## src/rtl/spi_seq_pkg.sv

```systemverilog
// Shared types and helpers for the SPI register-transaction sequencer.
// Defines the FSM state encoding, header bit positions and the header builder.

package spi_seq_pkg;

    typedef enum logic [2:0] {
        ST_IDLE    = 3'd0,
        ST_HDR     = 3'd1,
        ST_WR_WAIT = 3'd2,
        ST_WR_REQ  = 3'd3,
        ST_RD_REQ  = 3'd4,
        ST_RD_WAIT = 3'd5,
        ST_DRAIN   = 3'd6
    } state_t;

    // Header byte layout: bit7 = read, bit6 = multi-byte burst, bits5:0 = register address
    localparam int HDR_READ_BIT  = 7;
    localparam int HDR_MULTI_BIT = 6;

    function automatic logic [7:0] build_header(input logic       is_read,
                                                input logic       is_multi,
                                                input logic [5:0] addr);
        logic [7:0] hdr;
        hdr                = {2'b00, addr};
        hdr[HDR_READ_BIT]  = is_read;
        hdr[HDR_MULTI_BIT] = is_multi;
        return hdr;
    endfunction

endpackage

```

## src/rtl/spi_seq_watchdog.sv

```systemverilog
// Per-state watchdog for the SPI register sequencer.
// Only built when SPI_SEQ_TIMEOUT_EN is defined; the sequencer instantiates it only then.
// The counter restarts on clear (state change) and flags expiry on the LIMIT-th counted cycle.

`ifdef SPI_SEQ_TIMEOUT_EN
module spi_seq_watchdog #(
    parameter  int LIMIT = 4096,
    localparam int CNT_W = $clog2(LIMIT + 1)
) (
    input  logic clk,
    input  logic reset,
    input  logic clear,
    input  logic count_en,
    output logic expired
);

    logic [CNT_W-1:0] count;

    assign expired = count_en && (count == CNT_W'(LIMIT - 1));

    // Cycle counter: restarts on every state change, holds once the limit is hit
    always_ff @(posedge clk) begin
        if (reset || clear) begin
            count <= '0;
        end else if (count_en && !expired) begin
            count <= count + CNT_W'(1);
        end
    end

endmodule
`endif

```

## src/rtl/spi_reg_sequencer.sv

```systemverilog
// Register-transaction sequencer placed in front of the byte-level SPI master.
// Accepts one read/write command, sends the header byte, streams the payload bytes
// through the tx/rx request handshake, then waits for CSN to release before done.
// Optional feature macro: SPI_SEQ_TIMEOUT_EN (adds the per-state watchdog and sticky error).

module spi_reg_sequencer
    import spi_seq_pkg::*;
#(
    parameter  int MAX_BURST      = 8,
`ifdef SPI_SEQ_TIMEOUT_EN
    parameter  int TIMEOUT_CYCLES = 4096,
`endif
    localparam int LEN_W          = $clog2(MAX_BURST + 1)
) (
    input  logic             clk,
    input  logic             reset,
    input  logic             cmd_valid,
    output logic             cmd_ready,
    input  logic             cmd_read,
    input  logic [5:0]       cmd_addr,
    input  logic [LEN_W-1:0] cmd_len,
    input  logic             wr_valid,
    input  logic [7:0]       wr_data,
    output logic             wr_ready,
    output logic             rd_valid,
    output logic [7:0]       rd_data,
    output logic             rd_last,
    output logic             done,
    output logic             error,
    output logic             spi_tx_request,
    output logic [7:0]       spi_tx_data,
    output logic             spi_rx_request,
    input  logic             spi_ack_request,
    input  logic [7:0]       spi_rx_data,
    input  logic             spi_rx_valid,
    input  logic             spi_active
);

    state_t           state;
    state_t           state_next;
    logic [LEN_W-1:0] remaining;
    logic [LEN_W-1:0] len_eff;
    logic             is_read_q;
    logic [7:0]       tx_data_q;
    logic             rd_valid_q;
    logic [7:0]       rd_data_q;
    logic             rd_last_q;
    logic             last_byte;
    logic             cmd_accept;
    logic             wr_take;
    logic             wr_acked;
    logic             rd_capture;
    logic             expired;

    assign last_byte      = (remaining == LEN_W'(1));
    assign spi_tx_data    = tx_data_q;
    assign rd_valid       = rd_valid_q;
    assign rd_data        = rd_data_q;
    assign rd_last        = rd_last_q;
    assign wr_ready       = wr_take;

    // Effective burst length: zero means one byte, anything above the maximum is clamped
    always_comb begin
        len_eff = cmd_len;
        if (cmd_len == '0) begin
            len_eff = LEN_W'(1);
        end else if (int'(cmd_len) > MAX_BURST) begin
            len_eff = LEN_W'(MAX_BURST);
        end
    end

`ifdef SPI_SEQ_TIMEOUT_EN
    logic wd_count_en;
    logic error_q;

    assign wd_count_en = (state == ST_HDR)     || (state == ST_WR_REQ) ||
                         (state == ST_RD_REQ)  || (state == ST_RD_WAIT) ||
                         (state == ST_DRAIN);
    assign error       = error_q;

    spi_seq_watchdog #(
        .LIMIT    (TIMEOUT_CYCLES)
    ) u_watchdog (
        .clk      (clk),
        .reset    (reset),
        .clear    (state_next != state),
        .count_en (wd_count_en),
        .expired  (expired)
    );

    // Sticky timeout flag, cleared only by reset
    always_ff @(posedge clk) begin
        if (reset) begin
            error_q <= 1'b0;
        end else if (expired) begin
            error_q <= 1'b1;
        end
    end
`else
    assign expired = 1'b0;
    assign error   = 1'b0;
`endif

    // State register
    always_ff @(posedge clk) begin
        if (reset) begin
            state <= ST_IDLE;
        end else begin
            state <= state_next;
        end
    end

    // Next-state logic and handshake outputs; a watchdog expiry overrides everything
    always_comb begin
        state_next     = state;
        cmd_ready      = 1'b0;
        cmd_accept     = 1'b0;
        spi_tx_request = 1'b0;
        spi_rx_request = 1'b0;
        wr_take        = 1'b0;
        wr_acked       = 1'b0;
        rd_capture     = 1'b0;
        done           = 1'b0;
        case (state)
            ST_IDLE: begin
                cmd_ready = 1'b1;
                if (cmd_valid) begin
                    cmd_accept = 1'b1;
                    state_next = ST_HDR;
                end
            end
            ST_HDR: begin
                spi_tx_request = 1'b1;
                if (spi_ack_request) begin
                    state_next = is_read_q ? ST_RD_REQ : ST_WR_WAIT;
                end
            end
            ST_WR_WAIT: begin
                if (wr_valid) begin
                    wr_take    = 1'b1;
                    state_next = ST_WR_REQ;
                end
            end
            ST_WR_REQ: begin
                spi_tx_request = 1'b1;
                if (spi_ack_request) begin
                    wr_acked   = 1'b1;
                    state_next = last_byte ? ST_DRAIN : ST_WR_WAIT;
                end
            end
            ST_RD_REQ: begin
                spi_rx_request = 1'b1;
                if (spi_ack_request) begin
                    state_next = ST_RD_WAIT;
                end
            end
            ST_RD_WAIT: begin
                if (spi_rx_valid) begin
                    rd_capture = 1'b1;
                    state_next = last_byte ? ST_DRAIN : ST_RD_REQ;
                end
            end
            ST_DRAIN: begin
                if (!spi_active) begin
                    done       = 1'b1;
                    state_next = ST_IDLE;
                end
            end
            default: begin
                state_next = ST_IDLE;
            end
        endcase
        if (expired) begin
            state_next     = ST_IDLE;
            spi_tx_request = 1'b0;
            spi_rx_request = 1'b0;
            wr_take        = 1'b0;
            wr_acked       = 1'b0;
            rd_capture     = 1'b0;
            done           = 1'b1;
        end
    end

    // Command latch, byte counter, tx byte holding register and read-data pulse
    always_ff @(posedge clk) begin
        if (reset) begin
            remaining  <= '0;
            is_read_q  <= 1'b0;
            tx_data_q  <= 8'h00;
            rd_valid_q <= 1'b0;
            rd_data_q  <= 8'h00;
            rd_last_q  <= 1'b0;
        end else begin
            rd_valid_q <= 1'b0;
            rd_last_q  <= 1'b0;
            if (cmd_accept) begin
                remaining <= len_eff;
                is_read_q <= cmd_read;
                tx_data_q <= build_header(cmd_read, (len_eff > LEN_W'(1)), cmd_addr);
            end
            if (wr_take) begin
                tx_data_q <= wr_data;
            end
            if (wr_acked) begin
                remaining <= remaining - LEN_W'(1);
            end
            if (rd_capture) begin
                rd_valid_q <= 1'b1;
                rd_data_q  <= spi_rx_data;
                rd_last_q  <= last_byte;
                remaining  <= remaining - LEN_W'(1);
            end
        end
    end

endmodule

```

## config.mk

```make
export PLATFORM = sky130hd
export DESIGN_NAME = spi_reg_sequencer
export DESIGN_NICKNAME = d
export VERILOG_FILES = /design/src/rtl/spi_seq_pkg.sv /design/src/rtl/spi_seq_watchdog.sv /design/src/rtl/spi_reg_sequencer.sv
export SDC_FILE = /design/constraint.sdc
export NUM_CORES = 1
export LEC_CHECK = 0
export ABC_CLOCK_PERIOD_IN_PS = 1700
export BUFFER_PORTS_ARGS = -buffer_cell sky130_fd_sc_hd__buf_2
export CAP_MARGIN = 0
export CELL_PAD_IN_SITES_DETAIL_PLACEMENT = 1
export CELL_PAD_IN_SITES_GLOBAL_PLACEMENT = 2
export CORE_ASPECT_RATIO = 0.6
export CORE_UTILIZATION = 22
export DETAILED_ROUTE_END_ITERATION = 10
export PLACE_DENSITY_LB_ADDON = 0.1
export SLEW_MARGIN = 20
export SYNTH_ARGS = -nofsm -noshare
export SYNTH_HDL_FRONTEND = slang
export SYNTH_HIERARCHICAL = 1
export SYNTH_SLANG_ARGS = --single-unit
```

## constraint.sdc

```tcl
create_clock -name clk -period 1.7 [get_ports clk]
set_clock_uncertainty 0.1 [all_clocks]
set_input_delay 0.085 -clock clk [delete_from_list [all_inputs] [get_ports clk]]
set_output_delay 0.085 -clock clk [all_outputs]
set_load 0.02 [all_outputs]
```

==> summary.txt, run 1 <==
Timing
  – Tcrit/Tclk final: between 90% and 100%
  – Min Tclk post-route: 1630 ps
  – RSZ-0062 raised after global routing: true
  – Hold Vio Cnt, Final: 0
  – Min setup slack post-route: about 65 ps
  – Final Max Slew Viols: 0
  – Final setup viols: 0
  – F_max: between 600 and 700 MHz

Drt
  – Total number of vias: 1454
  – Antenna Nets Post-Route: 0
  – Drt initial violations: 47
  – Routed len/inst: 13.6 um
  – 1st-pass router iterations: 7
  – Drt drc: 2
  – Detailed Route WL: between 4000 and 5000 um
  – Vias per cell: around 4.5

Setup path
  – Data required time of the worst path: about 1800 ps
  – Startpoint Class: flop
  – Crit end category: flop
  – Max incr delay on CP: 350 ps
  – Slowest-stage cell, CP: a221o_1
  – Delay-heaviest family, CP: compound AO/OA/AOI/OAI gates
  – WP buf/inv: 1
  – Max FO, Critical Path: 9
  – Crit path DAT: 1730 ps
  – CP Cell Sequence: buf_4, and4b_1, a31o_1, a221o_1, a31oi_1
  – Critical path type: reg2reg

Power and ir drop
  – Switching share of power: a little under two fifths
  – Logic pwr share: a little under half
  – Clock share of power: roughly 16%
  – Power, Total: about 2.2 mW
  – VDD IR-drop max: approximately 0.36 mV
  – Power Dens Cells: around 1100 nW/um^2
  – Static leakage: around 0.88 nW
  – Reg power frac: between 30% and 40%
  – Net Sw Power: 0.822 mW
  – Internal Power: 1.36 mW

Clock network
  – Clock buffer depth: 2
  – Clock transition at path regs: 90 ps
  – Clk_lat worst skew: around 270 ps
  – Root buf cell: clkbuf_8
  – Clk sinks: 26
  – CTS H-tree depth: 1
  – TritonCTS buffer count: 3
  – TritonCTS clock tree: yes

Die
  – Initial core utilization: a little under a quarter
  – IO Pins: 58
  – Die W: between 100 and 150 um
  – Die H: roughly 61 um
  – Core box area: around 5600 sq um
  – Die area: between 6000 and 7000 sq um
  – # rows: 21

Final layout
  – Area taken by multi-input logic gates: ~720 sq um
  – End-of-flow core utilization: between 30% and 40%
  – Register Area: 523 sq um
  – Non-filler cells in the finished layout: 324
  – Fill cells: about 700
  – Final net count: around 280
  – Antenna diode count: 0
  – Area grow syn2layout: 60.1%
  – Final Cell Area: 2040 sq um
  – Ratio of cells with drive above 1 in the final layout: 36.1%

Synth
  – Mean Syn Cell Area: a little under 8 sq um
  – Synth Warn #: 6
  – Top_reg_cell synth: dfxtp_1
  – Fraction of registers with async set/reset: 0%
  – Syn Nets: 196
  – Synth cell types: 37
  – Sequential cell area fraction in the yosys report: roughly two fifths
  – Gate Count Post-Synth: 160
  – EDFF count, synth: 0
  – Synthesized area: 1270 sq um
  – Synth Register Bits: 26

Worst hold path
  – Worst min path class: in2reg

Placement
  – Cell Area, Placed: approximately 1700 sq um
  – IO buf count: 56
  – RD Place Congestion: ~0.76
  – Dpl cells: about 300
  – DP HPWL: between 3000 and 4000 um
  – Post-Place Setup Slack: -110 ps

GRT
  – Initial antenna violation count: 0
  – Vias in the first global route: approximately 1500
  – First-pass GRT wire length: roughly 7000 um
  – All-Layer GR Usage: 15.0%
  – Total grt overflow: 0
  – Largest net degree at the start of global routing: 27

Outcome
  – Violated checks: DRC
  – Status: finished, violations left

Run
  – Max-cap violations: 0
==> final timing paths <==
path / from / end / slack (ps) / depth (start not counted)
hold reg to reg: rd_data[0]$_SDFFE_PP0P_ / rd_data[0]$_SDFFE_PP0P_ / 360 / 2
setup reg to reg: state[0]$_SDFFE_PP0P_ / remaining[0]$_SDFFE_PP0P_ / 70 / 5
setup / recovery: state[0]$_SDFFE_PP0P_ / remaining[0]$_SDFFE_PP0P_ / 70 / 5
hold / removal: reset / state[1]$_SDFFE_PP0P_ / 30 / 3
==> through the flow <==
step | hold slack [ps] | TNS (ps)
after global routing | 30.1 | -16.5
after floorplan | 121 | 0
after detailed placement | 234 | -110
final | 25.1 | 0
after CTS | 3.10 | 0
after global placement | 227 | -27.7
==> cells in the mapped netlist, drive strengths merged, types with 2 or more instances <==
library cell,n,area share (%)
nand2,39,12
dfxtp,26,41
ha,2,2.0
nand3,3,1.2
and2,2,0.98
nor4b,2,1.9
nor3,2,0.79
a31oi,6,3.0
o211ai,2,1.2
a311oi,7,4.8
nor2b,2,0.98
nand2b,3,1.5
inv,4,1.2
buf,8,3.2
nand3b,5,3.0
clkbuf,4,1.2
nor2,11,3.2
a21oi,13,5.1
nor3b,2,1.2
mux2i,2,1.6
or4b,2,1.6
==> kinds of logic (layout without fill, tap and decap cells) <==
group | Yosys count | after routing | synth area share (%)
flip-flops | 26 | 26 | 40.9
AND/OR/NAND/NOR | 77 | 77 | 30.4
AO/OA/AOI/OAI | 35 | 35 | 18.3
multiplexers | 3 | 3 | 2.46
other | 1 | 1 | 0.295
buffers and inverters | 16 | 100 | 5.61
adder cells (fa/ha/maj) | 2 | 2 | 1.97
==> worst register-to-register path: stages, from the launching register on <==
cell and delay (ps):
dfxtp_1 320, buf_4 160, and4b_1 230, a31o_1 240, a221o_1 360, a31oi_1 150
==> cell type report <==
class / count / share of cell area [%]
Multi-Input combinational cell: 118 / 35.3
Clock buffer: 3 / 2.03
Sequential cell: 26 / 25.7
Timing Repair Buffer: 93 / 31.3
Tap cell: 80 / 4.92
Inverter: 4 / 0.738
==> power by group through the flow <==
stage,Sequential (mW),Combinational (mW),Clock [mW]
3_5_place_dp,0.788,0.923,0
3_3_place_gp,0.782,0.908,0
2_1_floorplan,0.851,0.510,0
5_1_grt,0.797,1.15,0.392
6_report,0.783,1.05,0.353
4_1_cts,0.778,0.980,0.373
==> flip-flops by register name, summed over array words and instances (netlist names) <==
signal	flops
rd_data	8
spi_tx_data	8
remaining	4
state	3
is_read_q	1
rd_last	1
rd_valid	1
==> layout by cell type (no fill, tap or decap), types with 3 or more instances in the layout <==
| master | Yosys | routed |
|---|---|---|
| a21oi_1 | 13 | 13 |
| buf_6 | 0 | 3 |
| nand2b_1 | 3 | 3 |
| nor2_1 | 11 | 11 |
| buf_4 | 1 | 13 |
| dlygate4sd3_1 | 0 | 21 |
| nand2_1 | 39 | 39 |
| dfxtp_1 | 26 | 24 |
| buf_2 | 6 | 55 |
| clkbuf_8 | 0 | 3 |
| nand3b_1 | 5 | 5 |
| a311oi_1 | 7 | 6 |
| a31oi_1 | 6 | 5 |
| nand3_1 | 3 | 3 |
==> what timing repair did <==
item                       CTS  global route
pin swaps                    2             1
setup endpoints to repair    2            13
gates resized for setup      4            12
hold endpoints to repair    17             0
hold buffers                21             0
setup buffers                0             3
==> per-layer routing <==
layer	vias to the layer above	track usage [%]	share of wire, %
met2	28	26.6	49
li1	725	-	-
met3	2	2.53	2.6
met5	-	0	0
met4	0	3.31	0.32
met1	699	19.4	48
(Power assumes the default switching activity.)
==> run 2, diff against run 1 <==
- ABC_CLOCK_PERIOD_IN_PS: 1700 -> 2000
- CORE_UTILIZATION: 22 -> 26
- GPL_ROUTABILITY_DRIVEN: default -> 0
- GPL_TIMING_DRIVEN: default -> 1
- clock period: 1.7 -> 2 ns (I/O delays scaled with it)
==> summary.txt, run 2 (same netlist as run 1, synthesis figures left out) <==
Drt
  – Routed len/inst: 13.5 um (was 13.6 um)
  – Antenna Nets Post-Route: 0 (unchanged)
  – Drt initial violations: 34 (was 47)
  – Drt drc: 0 (was 2)
  – Total number of vias: 1379 (was 1454)
  – 1st-pass router iterations: 4 (was 7)
  – Vias per cell: 4.66 (was 4.49)
  – Detailed Route WL: 4000 um (was 4390 um)

Final layout
  – Antenna diode count: 0 (unchanged)
  – Final net count: 270 (was 282)
  – Ratio of cells with drive above 1 in the final layout: 30.9% (was 36.1%)
  – End-of-flow core utilization: 40.1% (was 36.5%)
  – Most frequent cells in the layout: buf_2 (56), nand2_1 (39), dfxtp_1 (26) (was buf_2 (55), nand2_1 (39), dfxtp_1 (24))
  – Area grow syn2layout: 46.3% (was 60.1%)
  – Fill cells: 588 (was 703)
  – Commonest non-fill, non-tap cell in the layout: buf_2 (unchanged)

GRT
  – Initial antenna violation count: 0 (unchanged)
  – All-Layer GR Usage: 16.3% (was 15.0%)
  – First-pass GRT wire length: 6690 um (was 7000 um)
  – Most Crowded Layer GR: met2 (unchanged)
  – Met2 Usage GRT: 26.4% (was 26.6%)
  – Largest net degree at the start of global routing: 27 (unchanged)
  – M3 GR Usage: 2.87% (was 2.53%)
  – Met1 usage: 23.2% (was 19.4%)
  – Vias in the first global route: 1420 (was 1462)
  – Total grt overflow: 0 (unchanged)

Power and ir drop
  – Internal Power: 1.10 mW (was 1.36 mW)
  – Power Dens Cells: 948 nW/um^2 (was 1070 nW/um^2)
  – Switching share of power: 37.8% (was 37.6%)
  – Net Sw Power: 0.665 mW (was 0.822 mW)
  – Logic pwr share: 42.6% (was 48.0%)
  – VDD IR-drop max: 0.473 mV (was 0.364 mV)
  – Reg power frac: 38.0% (was 35.8%)
  – Power, Total: 1.76 mW (was 2.18 mW)
  – Clock share of power: 19.5% (was 16.1%)
  – Static leakage: 0.820 nW (was 0.884 nW)

Timing
  – RSZ-0062 raised after global routing: false (was true)
  – Final setup viols: 0 (unchanged)
  – Setup TNS: 0 ps (unchanged)
  – F_max: approximately 540 MHz
  – Tcrit/Tclk final: roughly 93%
  – Hold Vio Cnt, Final: 0 (unchanged)
  – Min Tclk post-route: 1850 ps
  – Final Max Slew Viols: 0 (unchanged)

Setup path
  – Worst r2r src: remaining[0]$_SDFFE_PP0P_ (was state[0]$_SDFFE_PP0P_)
  – Data required time of the worst path: 1800 ps (about the same)
  – Max incr delay on CP: 470 ps (was 350 ps)
  – R2R Setup Slk: 150 ps (was 70 ps)
  – CP Cell Sequence: nor2b_1, nand3b_1, inv_1, buf_2 (was buf_4, and4b_1, a31o_1, a221o_1, a31oi_1)
  – Startpoint Class: flop (unchanged)
  – Slowest-stage cell, CP: dfxtp_1 (was a221o_1)
  – Max FO, Critical Path: 9 (unchanged)
  – Crit end category: output port (was flop)
  – Critical path type: reg2out (was reg2reg)
  – Register-to-Register Path Depth: 5 (unchanged)
  – RR Endpoint: state[1]$_SDFFE_PP0P_ (was remaining[0]$_SDFFE_PP0P_)
  – Crit path DAT: 1650 ps (was 1730 ps)

Clock network
  – Root buf cell: clkbuf_8 (unchanged)
  – Clk sinks: 26 (unchanged)
  – TritonCTS clock tree: yes (unchanged)
  – Clk_lat worst skew: 270 ps (about the same)
  – Clock transition at path regs: 90 ps (about the same)
  – TritonCTS buffer count: 3 (unchanged)
  – Clock buffer depth: 2 (unchanged)
  – CTS H-tree depth: 1 (unchanged)

Die
  – Die H: 56.2 um (was 60.9 um)
  – Die area: 5180 sq um (was 6100 sq um)
  – Die W: 92.3 um (was 100 um)
  – IO Pins: 58 (unchanged)
  – Core box area: 4640 sq um (was 5570 sq um)
  – Initial core utilization: 27.4% (was 22.8%)
  – # rows: 19 (was 21)

Worst hold path
  – Hold worst-path end: spi_tx_data[4]$_SDFFE_PP0P_ (was state[1]$_SDFFE_PP0P_)
  – Worst hold stages: 3 (unchanged)
  – Worst min path class: in2reg (unchanged)
  – Hold Path Origin: wr_data[4] (was reset)

Outcome
  – Status: finished clean (was finished, violations left)

Run
  – Max-cap violations: 0 (unchanged)

Placement
  – IO buf count: 56 (unchanged)
  – DP HPWL: 3010 um (was 3090 um)
## run 2: changes by cell type in the layout (fill, tap and decap cells not counted), moves of 2 or more
cell	change
buf_4	-5
dlygate4sd3_1	-4
buf_6	-3
dfxtp_1	+2
dfxtp_2	-2
inv_1	+2
inv_2	-2
or4b_2	+2
or4b_4	-2
## run 2: repair_timing
item	CTS	global route
hold endpoints to repair	16	1
buffers inserted	0	0
hold buffers	16	1
resized for setup	0	0
## run 2: power groups by stage
| stage | registers, mW | clock network, mW | logic, mW |
|---|---|---|---|
| 2_1_floorplan | 0.723 | 0 | 0.433 |
| 3_3_place_gp | 0.675 | 0 | 0.711 |
| 3_5_place_dp | 0.680 | 0 | 0.728 |
| 4_1_cts | 0.669 | 0.353 | 0.755 |
| 5_1_grt | 0.682 | 0.374 | 0.824 |
| 6_report | 0.669 | 0.343 | 0.750 |
## run 2: critical path: cells and delay by family, from the launching register on
| kind | cells | cell delay [ps] |
|---|---|---|
| buffers and inverters | 2 | 390 |
| flip-flops | 1 | 470 |
| AND/OR/NAND/NOR | 2 | 530 |
## run 2: how the worst max path moves through the flow
stage	startpoint	to	cells past startpoint
finish	state[1]$_SDFFE_PP0P_	wr_ready	4
global route	remaining[1]$_SDFFE_PP0P_	state[1]$_SDFFE_PP0P_	6
CTS	state[2]$_SDFFE_PP0P_	wr_ready	5
detailed placement	remaining[0]$_SDFFE_PP0P_	state[1]$_SDFFE_PP0P_	5
global placement	remaining[1]$_SDFFE_PP0P_	state[1]$_SDFFE_PP0P_	6
floorplan	state[0]$_SDFFE_PP0P_	remaining[3]$_SDFFE_PP0P_	5
## run 2: final cells by class
cell class                      instances  area (sq um)  share of cell area (%)
Multi-Input combinational cell        118           679                    36.5
Tap cell                               63          78.8                    4.24
Timing Repair Buffer                   81           510                    27.5
Clock buffer                            4          55.1                    2.96
Inverter                                4          15.0                   0.808
Sequential cell                        26           520                    28.0
## run 2: per-layer routing
metal | vias up | part of all wire, %
li1 | 702 | -
met1 | 654 | 52
met2 | 21 | 45
met3 | 2 | 2.1
met4 | 0 | 0.35
met5 | - | 0
## run 2: per-stage QoR
step                cell area, sq um  hold slack, ps  cells  setup WS (ps)
global placement                1630             242    275            268
CTS                             1850            1.78    295            106
floorplan                       1270             136    160            323
detailed placement              1630             251    275            185
global route                    1860            12.0    296           16.7
finish                          1860            4.69    296            149
